**src/rtl/dvp_pkg.sv**
```systemverilog
// Shared GPIO block definitions: local register offsets, edge-mode encoding and edge matcher.
package dvp_pkg;

    localparam int GPIO_N_CH_MAX = 16;

    localparam logic [4:0] GPIO_IN_OFS   = 5'h00;
    localparam logic [4:0] GPIO_STS_OFS  = 5'h04;
    localparam logic [4:0] GPIO_ENB_OFS  = 5'h08;
    localparam logic [4:0] GPIO_EDGE_OFS = 5'h0C;
    localparam logic [4:0] GPIO_OUT_OFS  = 5'h10;
    localparam logic [4:0] GPIO_DEB_OFS  = 5'h14;

    typedef enum logic [1:0] {
        EDGE_OFF  = 2'b00,
        EDGE_RISE = 2'b01,
        EDGE_FALL = 2'b10,
        EDGE_BOTH = 2'b11
    } edge_mode_t;

    function automatic logic edge_match(edge_mode_t mode, logic level, logic prev);
        case (mode)
            EDGE_RISE: return level & ~prev;
            EDGE_FALL: return ~level & prev;
            EDGE_BOTH: return level ^ prev;
            default:   return 1'b0;
        endcase
    endfunction

endpackage

```
**src/rtl/gpio_sync_edge.sv**
```systemverilog
// One GPIO input channel: synchroniser, optional debounce filter (GPIO_DEBOUNCE_EN), edge detector.
module gpio_sync_edge
    import dvp_pkg::*;
#(
    parameter int SYNC_STAGES = 2,
    parameter int DEB_W       = 8
) (
    input  logic             clk,
    input  logic             rst_n,
    input  logic             din,
    input  edge_mode_t       mode,
`ifdef GPIO_DEBOUNCE_EN
    input  logic [DEB_W-1:0] deb,
`endif
    output logic             level,
    output logic             edge_hit
);

    logic [SYNC_STAGES-1:0] sync_reg;
    logic                   synced;
    logic                   prev_reg;

    always_ff @(posedge clk or negedge rst_n) begin
        if (!rst_n) begin
            sync_reg <= '0;
        end else begin
            sync_reg <= {sync_reg[SYNC_STAGES-2:0], din};
        end
    end

    assign synced = sync_reg[SYNC_STAGES-1];

`ifdef GPIO_DEBOUNCE_EN
    logic [DEB_W-1:0] cnt_reg;
    logic             filt_reg;

    // cnt_reg counts consecutive cycles the synced input disagrees with the filtered level;
    // any return to agreement restarts it.
    always_ff @(posedge clk or negedge rst_n) begin
        if (!rst_n) begin
            cnt_reg  <= '0;
            filt_reg <= 1'b0;
        end else if ((deb == '0) || (synced == filt_reg)) begin
            cnt_reg  <= '0;
            filt_reg <= synced;
        end else if (cnt_reg == deb) begin
            cnt_reg  <= '0;
            filt_reg <= synced;
        end else begin
            cnt_reg  <= cnt_reg + 1'b1;
        end
    end

    assign level = (deb == '0) ? synced : filt_reg;
`else
    assign level = synced;
`endif

    // prev_reg is never cleared on mode changes so a new edge mode cannot fire spuriously.
    always_ff @(posedge clk or negedge rst_n) begin
        if (!rst_n) begin
            prev_reg <= 1'b0;
        end else begin
            prev_reg <= level;
        end
    end

    assign edge_hit = edge_match(mode, level, prev_reg);

endmodule

```
**src/rtl/gpio_capture.sv**
```systemverilog
// GPIO input-capture / output block: register file, sticky W1C status, level interrupt, read mux.
// Optional per-channel input debounce is built when GPIO_DEBOUNCE_EN is defined.
module gpio_capture
    import dvp_pkg::*;
#(
    parameter int N_CH        = 8,
    parameter int SYNC_STAGES = 2,
    parameter int DEB_W       = 8
) (
    input  logic            s00_axi_aclk,
    input  logic            s00_axi_aresetn,
    input  logic [N_CH-1:0] gpio_in,
    output logic [N_CH-1:0] gpio_out,
    input  logic            reg_wr,
    input  logic            reg_rd,
    input  logic [4:0]      reg_addr,
    input  logic [31:0]     reg_wdata,
    output logic [31:0]     reg_rdata,
    output logic            reg_rvld,
    output logic            intr
);

    logic [N_CH-1:0]   sts_reg;
    logic [N_CH-1:0]   enb_reg;
    logic [2*N_CH-1:0] edge_reg;
    logic [N_CH-1:0]   out_reg;
    logic              intr_reg;
    logic [31:0]       rdata_reg;
    logic              rvld_reg;
`ifdef GPIO_DEBOUNCE_EN
    logic [DEB_W-1:0]  deb_reg;
`endif

    logic [N_CH-1:0]   level;
    logic [N_CH-1:0]   edge_hit;
    logic [N_CH-1:0]   w1c;
    logic [31:0]       rd_mux;

    genvar gi;
    generate
        for (gi = 0; gi < N_CH; gi++) begin : g_ch
            gpio_sync_edge #(
                .SYNC_STAGES (SYNC_STAGES),
                .DEB_W       (DEB_W)
            ) u_sync_edge (
                .clk      (s00_axi_aclk),
                .rst_n    (s00_axi_aresetn),
                .din      (gpio_in[gi]),
                .mode     (edge_mode_t'(edge_reg[2*gi +: 2])),
`ifdef GPIO_DEBOUNCE_EN
                .deb      (deb_reg),
`endif
                .level    (level[gi]),
                .edge_hit (edge_hit[gi])
            );
        end
    endgenerate

    assign w1c = (reg_wr && (reg_addr == GPIO_STS_OFS)) ? reg_wdata[N_CH-1:0] : '0;

    always_comb begin
        rd_mux = '0;
        case (reg_addr)
            GPIO_IN_OFS:   rd_mux = 32'(level);
            GPIO_STS_OFS:  rd_mux = 32'(sts_reg);
            GPIO_ENB_OFS:  rd_mux = 32'(enb_reg);
            GPIO_EDGE_OFS: rd_mux = 32'(edge_reg);
            GPIO_OUT_OFS:  rd_mux = 32'(out_reg);
`ifdef GPIO_DEBOUNCE_EN
            GPIO_DEB_OFS:  rd_mux = 32'(deb_reg);
`endif
            default:       rd_mux = '0;
        endcase
    end

    always_ff @(posedge s00_axi_aclk or negedge s00_axi_aresetn) begin
        if (!s00_axi_aresetn) begin
            sts_reg   <= '0;
            enb_reg   <= '0;
            edge_reg  <= {N_CH{2'b01}};
            out_reg   <= '0;
            intr_reg  <= 1'b0;
            rdata_reg <= '0;
            rvld_reg  <= 1'b0;
`ifdef GPIO_DEBOUNCE_EN
            deb_reg   <= '0;
`endif
        end else begin
            // Capture has priority over a coincident W1C so no edge is ever lost.
            sts_reg  <= (sts_reg & ~w1c) | edge_hit;
            intr_reg <= |(sts_reg & enb_reg);
            rvld_reg <= reg_rd;
            if (reg_rd) begin
                rdata_reg <= rd_mux;
            end
            if (reg_wr) begin
                case (reg_addr)
                    GPIO_ENB_OFS:  enb_reg  <= reg_wdata[N_CH-1:0];
                    GPIO_EDGE_OFS: edge_reg <= reg_wdata[2*N_CH-1:0];
                    GPIO_OUT_OFS:  out_reg  <= reg_wdata[N_CH-1:0];
`ifdef GPIO_DEBOUNCE_EN
                    GPIO_DEB_OFS:  deb_reg  <= reg_wdata[DEB_W-1:0];
`endif
                    default: ;
                endcase
            end
        end
    end

    assign gpio_out  = out_reg;
    assign intr      = intr_reg;
    assign reg_rdata = rdata_reg;
    assign reg_rvld  = rvld_reg;

endmodule

```
**config.mk**
```make
export PLATFORM = sky130hd
export DESIGN_NAME = gpio_capture
export DESIGN_NICKNAME = d
export VERILOG_FILES = /design/src/rtl/dvp_pkg.sv /design/src/rtl/gpio_sync_edge.sv /design/src/rtl/gpio_capture.sv
export SDC_FILE = /design/constraint.sdc
export NUM_CORES = 1
export LEC_CHECK = 0
export ABC_CLOCK_PERIOD_IN_PS = 3300
export CAP_MARGIN = 20
export CORE_MARGIN = 2
export CORE_UTILIZATION = 54
export DETAILED_ROUTE_END_ITERATION = 12
export PLACE_DENSITY = 0.87
export SLEW_MARGIN = 20
export SYNTH_ARGS = -nofsm -noshare
export SYNTH_HDL_FRONTEND = slang
export SYNTH_HIERARCHICAL = 1
export SYNTH_SLANG_ARGS = --single-unit
```
**constraint.sdc**
```tcl
create_clock -name s00_axi_aclk -period 3.3 [get_ports s00_axi_aclk]
set_input_delay 0.825 -clock s00_axi_aclk [delete_from_list [all_inputs] [get_ports s00_axi_aclk]]
set_output_delay 0.825 -clock s00_axi_aclk [all_outputs]
set_load 0.01 [all_outputs]
```
Word level (Yosys, flattened, before mapping) --
Cells that the tools add are included.
Cells by class: eq/ne operators 28, muxes and demuxes 10, bitwise gates (word level) 44, reductions and logical operators 6
Operators with widths (count):
- case mux 16 bit (5 select lines) | 1
- == test 2 bit, second input constant | 16
- case mux 1 bit (3 select lines) | 8
- AND 1 bit | 16
- AND 8 bit | 2
- == test 2 x 1 -> 1 bit, second input constant | 8
- inverter 1 bit | 16
- == test 5 x 4 -> 1 bit, second input constant | 2
- 2-to-1 mux 8 bit | 1
- inverter 8 bit | 1
- OR 8 bit | 1
- OR reduction 8 bit | 1
- bitwise XOR 1 bit | 8
- AND reduction 2 bit | 3
- == test 5 x 3 -> 1 bit, second input constant | 1
- == test 5 bit, second input constant | 1
- zero test 5 bit | 1
- logical AND 1 bit | 1
Word-level totals: flip-flop bits (word level) 98, bits of input ports 49, output and inout bits 42, word-level logic and storage cells 111

Depth between registers and ports, before layout --
depth after elaboration 6, gate-level depth with buffers 6, depth with buffers taken out 6

Modules after synthesis --
Netlist, hierarchy kept.
By module, submodules not included:
- gpio_capture | times used 1, cells an instance 205, area an instance 2795.2 um2, sequential area each 1461.4 um2
- gpio_sync_edge | times used 8, cells an instance 12, area an instance 133.9 um2, sequential area each 75.1 um2

Least setup slack after synthesis --
OpenSTA, ideal clock, no wires.
kind input to register, start point in reg_addr[1], end point reg out_reg[0] (netlist: gpio_out[0]), data arrival time 1912 ps, data required time 3175 ps, slack 1263 ps, stages on the path 4, cells stage by stage nor4_4 -> and3_1 -> buf_2 -> mux2_2
On the way: word-level cells in the longest chain between the ends 2
RTL lines:
- from (decl) | line gpio_capture.sv:16 | input logic [4:0] reg_addr,
- == test 5 bit | line gpio_capture.sv:97 | case (reg_addr)
- AND reduction 2 bit (no source line)
- to (signal assigned) | line gpio_capture.sv:100 | GPIO_OUT_OFS: out_reg <= reg_wdata[N_CH-1:0];
- to (decl) | line gpio_capture.sv:26 | logic [N_CH-1:0] out_reg;
Every way passes these cells. A chain may end at the register's enable or synchronous reset.

Worst setup path after layout --
start point in reg_addr[1], end point reg enb_reg[1]
On the way: word-level cells in the longest chain between the ends 2
RTL lines:
- == test 5 x 4 -> 1 bit | line gpio_capture.sv:97
- AND reduction 2 bit (no source line)
- to (signal assigned) | line gpio_capture.sv:98 | GPIO_ENB_OFS: enb_reg <= reg_wdata[N_CH-1:0];
- to (decl) | line gpio_capture.sv:24 | logic [N_CH-1:0] enb_reg;
Every way passes these cells.

==> results_dict.tcl <==
set metrics [dict create \
    outcome "complete, no violations" \
    synth.area.mux_share_pct 15.0 \
    post_drt_wl_per_cell_um 17.3 \
    cellLeakagePower_nw 2.05 \
    wire_length_of_the_first_global_routing_pass_um 13000 \
    synth.yosys.seq_area_share_pct 53.3 \
    synth_largest_area_cell "sky130_fd_sc_hd__dfrtp_1" \
    power.switching_mw 0.611 \
    total_number_of_vias 2607 \
    rows 30 \
    synth_warnings 6 \
    setup_tns_ns 0 \
    pin_count_of_the_biggest_net_entering_global_routing 83 \
    pwr_density_cell_nw_per_um2 483 \
    fraction_of_power_consumed_by_the_clock_network_pct 27.5 \
    initial_utilization_pct 56.3 \
    clockRootBuffer "sky130_fd_sc_hd__clkbuf_8" \
    synth-xor-area-share_pct 0 \
    first_pass_iters 4 \
    synth-adder-area-share_pct 5.18 \
    die_w_um 88.6 \
    post_cts_resize_count 0 \
    routed_via_density 5.61 \
    seqCellArea_sq_um 2060 \
    gr-total-overflow 0 \
    antenna_cell_count 0 \
    synth_simple_gate_area_share_pct 8.77 \
    io_pins 91 \
    buffer_ports.inserted 58 \
    tritoncts.num_buffers 9 \
    synth_compound_gate_area_share_pct 11.3 \
    power_frac_seq_pct 55.5 \
    area.growth.synth_to_final_pct 20.1 \
    cts.sinks 82 \
    grt_antenna_before_repair 0 \
    postSynthAreaPerCell_sq_um 12.8 \
    clk_pin_slew_ns 0.07 \
    max_cap_viol_count 0 \
    nFillCells 498 \
    combinationalPowerShare_pct 17.0 \
    synth_seq_cells 82 \
    power.ir.vdd_worst_mv 0.308 \
    crit_required_ns 3.53 \
    hold_viol 0 \
    die_area_sq_um 7850 \
    cts_hold_bufs 0 \
    first_global_vias 2619 \
    insertion_delay_ns 0.35 \
    clock_tree.buffer_depth 2 \
    p_sw_share_pct 27.3 \
    syn-instance-count 301 \
    place.gp.congestion 0.900 \
    power_report.internal_total_mw 1.63 \
    htree_levels 3 \
    yosysTopAreaCellShare_pct 47.9 \
    critical_path.endpoint_type "register" \
    post_layout_power_mw 2.24 \
    drv_slew 0 \
    grtUsageTotal_pct 22.3 \
    crit_path_top_delay_cell "sky130_fd_sc_hd__clkdlybuf4s50_1" \
    final-setup-viol-count 0 \
    route.antenna.remaining_nets 0 \
    min_path_type "reg -> reg" \
    criticalPathCategory "in -> reg" \
    critPathMaxFanout 10 \
    holdWs_ns 0.353 \
    post-dp-hpwl_um 5630 \
    timing.critical_path.cells "clkdlybuf4s50_1 -> nor4b_4 -> buf_4 -> nand3b_2 -> mux2_2" \
    drc 0 \
    timing_worst_slew_pin_value_ns 0.735 \
    drtIter0Drc 175 \
    tritoncts "built" \
    fin_crit_sh_pct 72.8 \
    arrival_ns 2.63 \
    cts_setup_buffers 0 \
    rsz0062_at_grt "no" \
    die_height_um 88.6 \
    post_syn_area_sq_um 3870 \
    final_net_count 430 \
    critical_path.max_stage_delay_ns 0.55 \
    worst_clock_skew_ns 0.00935 \
    synthDistinctLibCells 29 \
    core-area_sq_um 6870 \
    max_clock_freq_mhz 416 \
    detail_route.wirelength_um 8030 \
    critical_path.startpoint_type "primary input" \
    drive_above_1_share_pct 22.0 \
    multi_input_gate_area_sq_um 1610 \
    synth_top_family_by_area "multiplexers" \
    timing.slew.headroom_pct 50.7 \
    yosys-top-cells-area "sky130_fd_sc_hd__dfrtp_1 (48%), sky130_fd_sc_hd__mux2_2 (11%), sky130_fd_sc_hd__dfstp_2 (5.4%)" \
    layout_min_cycle_time_ns 2.40 \
]
==> final cells by class <==
type / count / area share [%]
Sequential cell: 82 / 44.4
Multi-Input combinational cell: 191 / 34.7
Timing Repair Buffer: 63 / 13.3
Clock buffer: 10 / 2.75
Tap cell: 96 / 2.59
Inverter: 18 / 1.46
Clock inverter: 5 / 0.701
==> final timing paths <==
| path | start | endpoint | slack [ns] | depth (start not counted) |
|---|---|---|---|---|
| min reg2reg | g_ch[3].u_sync_edge/sync_reg[0]$_DFF_PN0_ | g_ch[3].u_sync_edge/sync_reg[1]$_DFF_PN0_ | 0.35 | 0 |
| max in group asynchronous | s00_axi_aresetn | edge_reg[13]$_DFFE_PN0P_ | 2.30 | 1 |
| min | g_ch[3].u_sync_edge/sync_reg[0]$_DFF_PN0_ | g_ch[3].u_sync_edge/sync_reg[1]$_DFF_PN0_ | 0.35 | 0 |
| min in group asynchronous | s00_axi_aresetn | edge_reg[9]$_DFFE_PN0P_ | 0.47 | 1 |
| max reg2reg | g_ch[7].u_sync_edge/sync_reg[1]$_DFF_PN0_ | sts_reg[7]$_DFF_PN0_ | 2.00 | 6 |
| max | reg_addr[1] | enb_reg[1]$_DFFE_PN0P_ | 0.90 | 5 |
==> worst max-delay path, delay by kind of cell <==
kind                   cells  cell delay [ns]
buffers and inverters      2             0.80
AND/OR/NAND/NOR            2             0.66
multiplexers               1             0.35
==> cell usage after synthesis <==
library cell and count:
sky130_fd_sc_hd__dfrtp_1 74, sky130_fd_sc_hd__mux2_2 38, sky130_fd_sc_hd__inv_1 18, sky130_fd_sc_hd__nor2b_1 17
sky130_fd_sc_hd__o21ai_1 17, sky130_fd_sc_hd__buf_4 16, sky130_fd_sc_hd__ha_1 16, sky130_fd_sc_hd__a22oi_1 12
sky130_fd_sc_hd__mux2_4 10, sky130_fd_sc_hd__a21boi_0 8, sky130_fd_sc_hd__a21o_1 8, sky130_fd_sc_hd__a22o_1 8
sky130_fd_sc_hd__a32oi_1 8, sky130_fd_sc_hd__dfstp_2 8, sky130_fd_sc_hd__nand2_1 8, sky130_fd_sc_hd__nand2b_1 8
sky130_fd_sc_hd__nand3_1 8, sky130_fd_sc_hd__buf_2 3, sky130_fd_sc_hd__buf_6 3, sky130_fd_sc_hd__clkbuf_1 3
sky130_fd_sc_hd__and3_1 2, sky130_fd_sc_hd__conb_1 1, sky130_fd_sc_hd__nand3_4 1, sky130_fd_sc_hd__nand3b_2 1
sky130_fd_sc_hd__nand4_1 1, sky130_fd_sc_hd__nor3_1 1, sky130_fd_sc_hd__nor4_4 1, sky130_fd_sc_hd__nor4b_2 1
sky130_fd_sc_hd__nor4b_4 1
==> cells in the final DEF (no fill, tap or decap) <==
cell                              Yosys  routed
sky130_fd_sc_hd__clkdlybuf4s50_1      0      57
sky130_fd_sc_hd__a32oi_1              8       8
sky130_fd_sc_hd__buf_6                3       1
sky130_fd_sc_hd__mux2_2              38      38
sky130_fd_sc_hd__clkinv_2             0       2
sky130_fd_sc_hd__ha_1                16      16
sky130_fd_sc_hd__nand3b_2             1       1
sky130_fd_sc_hd__nand4_1              1       1
sky130_fd_sc_hd__a22o_1               8       8
sky130_fd_sc_hd__buf_4               16       5
sky130_fd_sc_hd__conb_1               1      16
sky130_fd_sc_hd__a22oi_1             12      12
sky130_fd_sc_hd__clkbuf_8             0       9
sky130_fd_sc_hd__o21ai_1             17      17
sky130_fd_sc_hd__nor3_1               1       1
sky130_fd_sc_hd__dfstp_2              8       8
sky130_fd_sc_hd__nor4b_4              1       1
sky130_fd_sc_hd__a21o_1               8       8
sky130_fd_sc_hd__inv_1               18      18
sky130_fd_sc_hd__nand3_4              1       1
sky130_fd_sc_hd__nand3_1              8       8
sky130_fd_sc_hd__nor4_4               1       1
sky130_fd_sc_hd__and3_1               2       2
sky130_fd_sc_hd__nor4b_2              1       1
sky130_fd_sc_hd__a21boi_0             8       8
sky130_fd_sc_hd__clkbuf_1             3       1
sky130_fd_sc_hd__nand2_1              8       8
sky130_fd_sc_hd__nand2b_1             8       8
sky130_fd_sc_hd__clkinvlp_4           0       3
sky130_fd_sc_hd__mux2_4              10      10
sky130_fd_sc_hd__nor2b_1             17      17
sky130_fd_sc_hd__dfrtp_1             74      74
==> logic make-up (layout without fill, tap and decap cells) <==
| logic type | Yosys count | count (layout) |
|---|---|---|
| flip-flops | 82 | 82 |
| adder cells (fa/ha/maj) | 16 | 16 |
| multiplexers | 48 | 48 |
| buffers and inverters | 43 | 96 |
| AND/OR/NAND/NOR | 50 | 50 |
| other | 1 | 16 |
| AO/OA/AOI/OAI | 61 | 61 |
==> through the flow <==
stage	cell area, sq um	util [%]	worst slack, ns	cells
final	4640	67.6	0.898	465
after global routing	4640	67.6	0.830	465
after CTS	4640	67.5	0.881	465
after detailed placement	4480	65.2	0.510	450
after global placement	4480	65.2	0.554	450
after floorplan	3920	-	1.26	316
==> power by group through the flow <==
stage               registers, mW  logic (mW)  clock network (mW)
floorplan                    1.23       0.230                   0
global placement             1.25       0.365                   0
detailed placement           1.26       0.381                   0
CTS                          1.24       0.383               0.632
global route                 1.26       0.417               0.675
finish                       1.24       0.380               0.616
==> routing by layer <==
layer | up-vias | GRT usage (%) | part of all wire [%]
li1 | 1167 | - | -
met1 | 1325 | 30.0 | 44
met2 | 104 | 34.7 | 49
met3 | 11 | 6.90 | 5.8
met4 | 0 | 7.58 | 1.2
met5 | - | 0 | 0
(Power assumes the default switching activity.)
==> RTL edit: new RTL, same settings <==
Change the parameter `N_CH` from 8 to 10.
--- a/src/rtl/gpio_capture.sv
+++ b/src/rtl/gpio_capture.sv
@@ -5,3 +5,3 @@
 #(
-    parameter int N_CH        = 8,
+    parameter int N_CH        = 10,
     parameter int SYNC_STAGES = 2,
Interface: changed (resized gpio_in and gpio_out); port bits go from 91 to 95. The function was not compared with the original's and may differ.
==> RTL edit against the unedited design <==
- non-clock buffer count up 15
- synthesized area rose by 19%
- cell area up 20%
- die area is 18% higher
- register-to-register slack got worse by 20 ps
- power rose by 24%
- routed wire length is 21% higher
- sequential cell count rose by 20
- first-iteration DRC count is 15% higher
- setup slack got worse by 210 ps
- critical endpoint is now reg_rdata[8]
==> RTL edit: results (changes against the unedited design) <==
CP Max Fanout 11 (was 10); Int Pwr 2.03 mW (was 1.63 mW); first-pass GRT wire length 15900 um (was 13000 um); drt total wl 9720 um (was 8030 um); largest net degree at the start of global routing 57 (was 83); antenna cells 0 (unchanged); pre-CTS WS 325 ps (was 510 ps); First DRT Iteration DRCs 202 (was 175); worst rel slew slack 0.233 (was 0.507); met3 GRT Util 0.0650 (was 0.0690); worst skew pair latency 370 ps (was 350 ps); DR WL met2 4870 um (was 3930 um); Area after DPL 5390 um2 (was 4480 um2); met2 Usage GRT 0.394 (was 0.347); sequential area share after synthesis 0.558 (was 0.533); vias in the first global route 3185 (was 2619); clock slew seen by the registers of the worst setup and hold paths 90 ps (was 70 ps); Setup Skew 11.5 ps (was 9.35 ps); status finished clean (unchanged); top post-synthesis cells by count dfrtp_1 (92), mux2_2 (40), nor2b_1 (30) (was dfrtp_1 (74), mux2_2 (38), inv_1 (18)); PortBufs 70 (was 58); Critical Path AT 2920 ps (was 2630 ps); GR Util All Layers 0.230 (was 0.223); Fillers 594 (was 498); layout cell share with drive strength beyond 1 0.200 (was 0.220); met1 usage 0.282 (was 0.300); Synth Area per Inst 12.8 um2 (about the same); largest cells by area after synthesis dfrtp_1 (50%), mux2_2 (9.8%), dfstp_2 (5.7%) (was dfrtp_1 (48%), mux2_2 (11%), dfstp_2 (5.4%)); final RePlAce weighted congestion 0.814 (was 0.900); total vias in the final route 3052 (was 2607); fin cells 546 (was 465); metal3 WL 728 um (was 466 um); leakage power 2.55 nW (was 2.05 nW); Cell variety after synth 34 (was 29); worst-case vdd ir drop 0.379 mV (was 0.308 mV); DP Wirelength 6790 um (was 5630 um); Placed Cells 530 (was 450); met1 WL 4000 um (was 3530 um); Final nets 507 (was 430)
[RTL edit: power groups by stage]
stage	registers (mW)	logic, mW	clock network [mW]
after floorplan	1.54	0.250	0
after global placement	1.55	0.428	0
after detailed placement	1.57	0.446	0
after CTS	1.54	0.451	0.808
after global routing	1.57	0.495	0.847
final	1.54	0.445	0.798
[RTL edit: worst max-delay path, cell delays in order]
cell	delay, ps
clkdlybuf4s50_1	690
o21ai_0	170
nor4b_2	930
a221o_2	300
[RTL edit: final timing paths]
check                                                start                               to  slack [ps]  cells past startpoint
max in group asynchronous                  s00_axi_aresetn                      edge_reg[0]        2110                      2
setup reg to reg           g_ch[0].u_sync_edge/sync_reg[1]                       sts_reg[0]        1980                      6
hold reg to reg            g_ch[1].u_sync_edge/sync_reg[0]  g_ch[1].u_sync_edge/sync_reg[1]         360                      0
hold / removal             g_ch[1].u_sync_edge/sync_reg[0]  g_ch[1].u_sync_edge/sync_reg[1]         360                      0
setup / recovery                               reg_addr[4]                     reg_rdata[8]         690                      4
min in group asynchronous                  s00_axi_aresetn  g_ch[7].u_sync_edge/sync_reg[0]         430                      1
[RTL edit: cell type report]
| type | count | area [um2] | area share |
|---|---|---|---|
| Sequential cell | 102 | 2560 | 0.459 |
| Multi-Input combinational cell | 223 | 1840 | 0.330 |
| Timing Repair Buffer | 78 | 771 | 0.138 |
| Tap cell | 105 | 131 | 0.0235 |
| Clock buffer | 10 | 128 | 0.0228 |
| Inverter | 22 | 82.6 | 0.0148 |
| Clock inverter | 6 | 68.8 | 0.0123 |
[RTL edit: logic make-up after synthesis]
family,synth area share
DFF,0.558
AOI/OAI and AO/OA,0.104
and+or+nand+nor,0.0908
muxes,0.141
buffers and inverters,0.0506
adders and majority gates,0.0544
other,0.000815
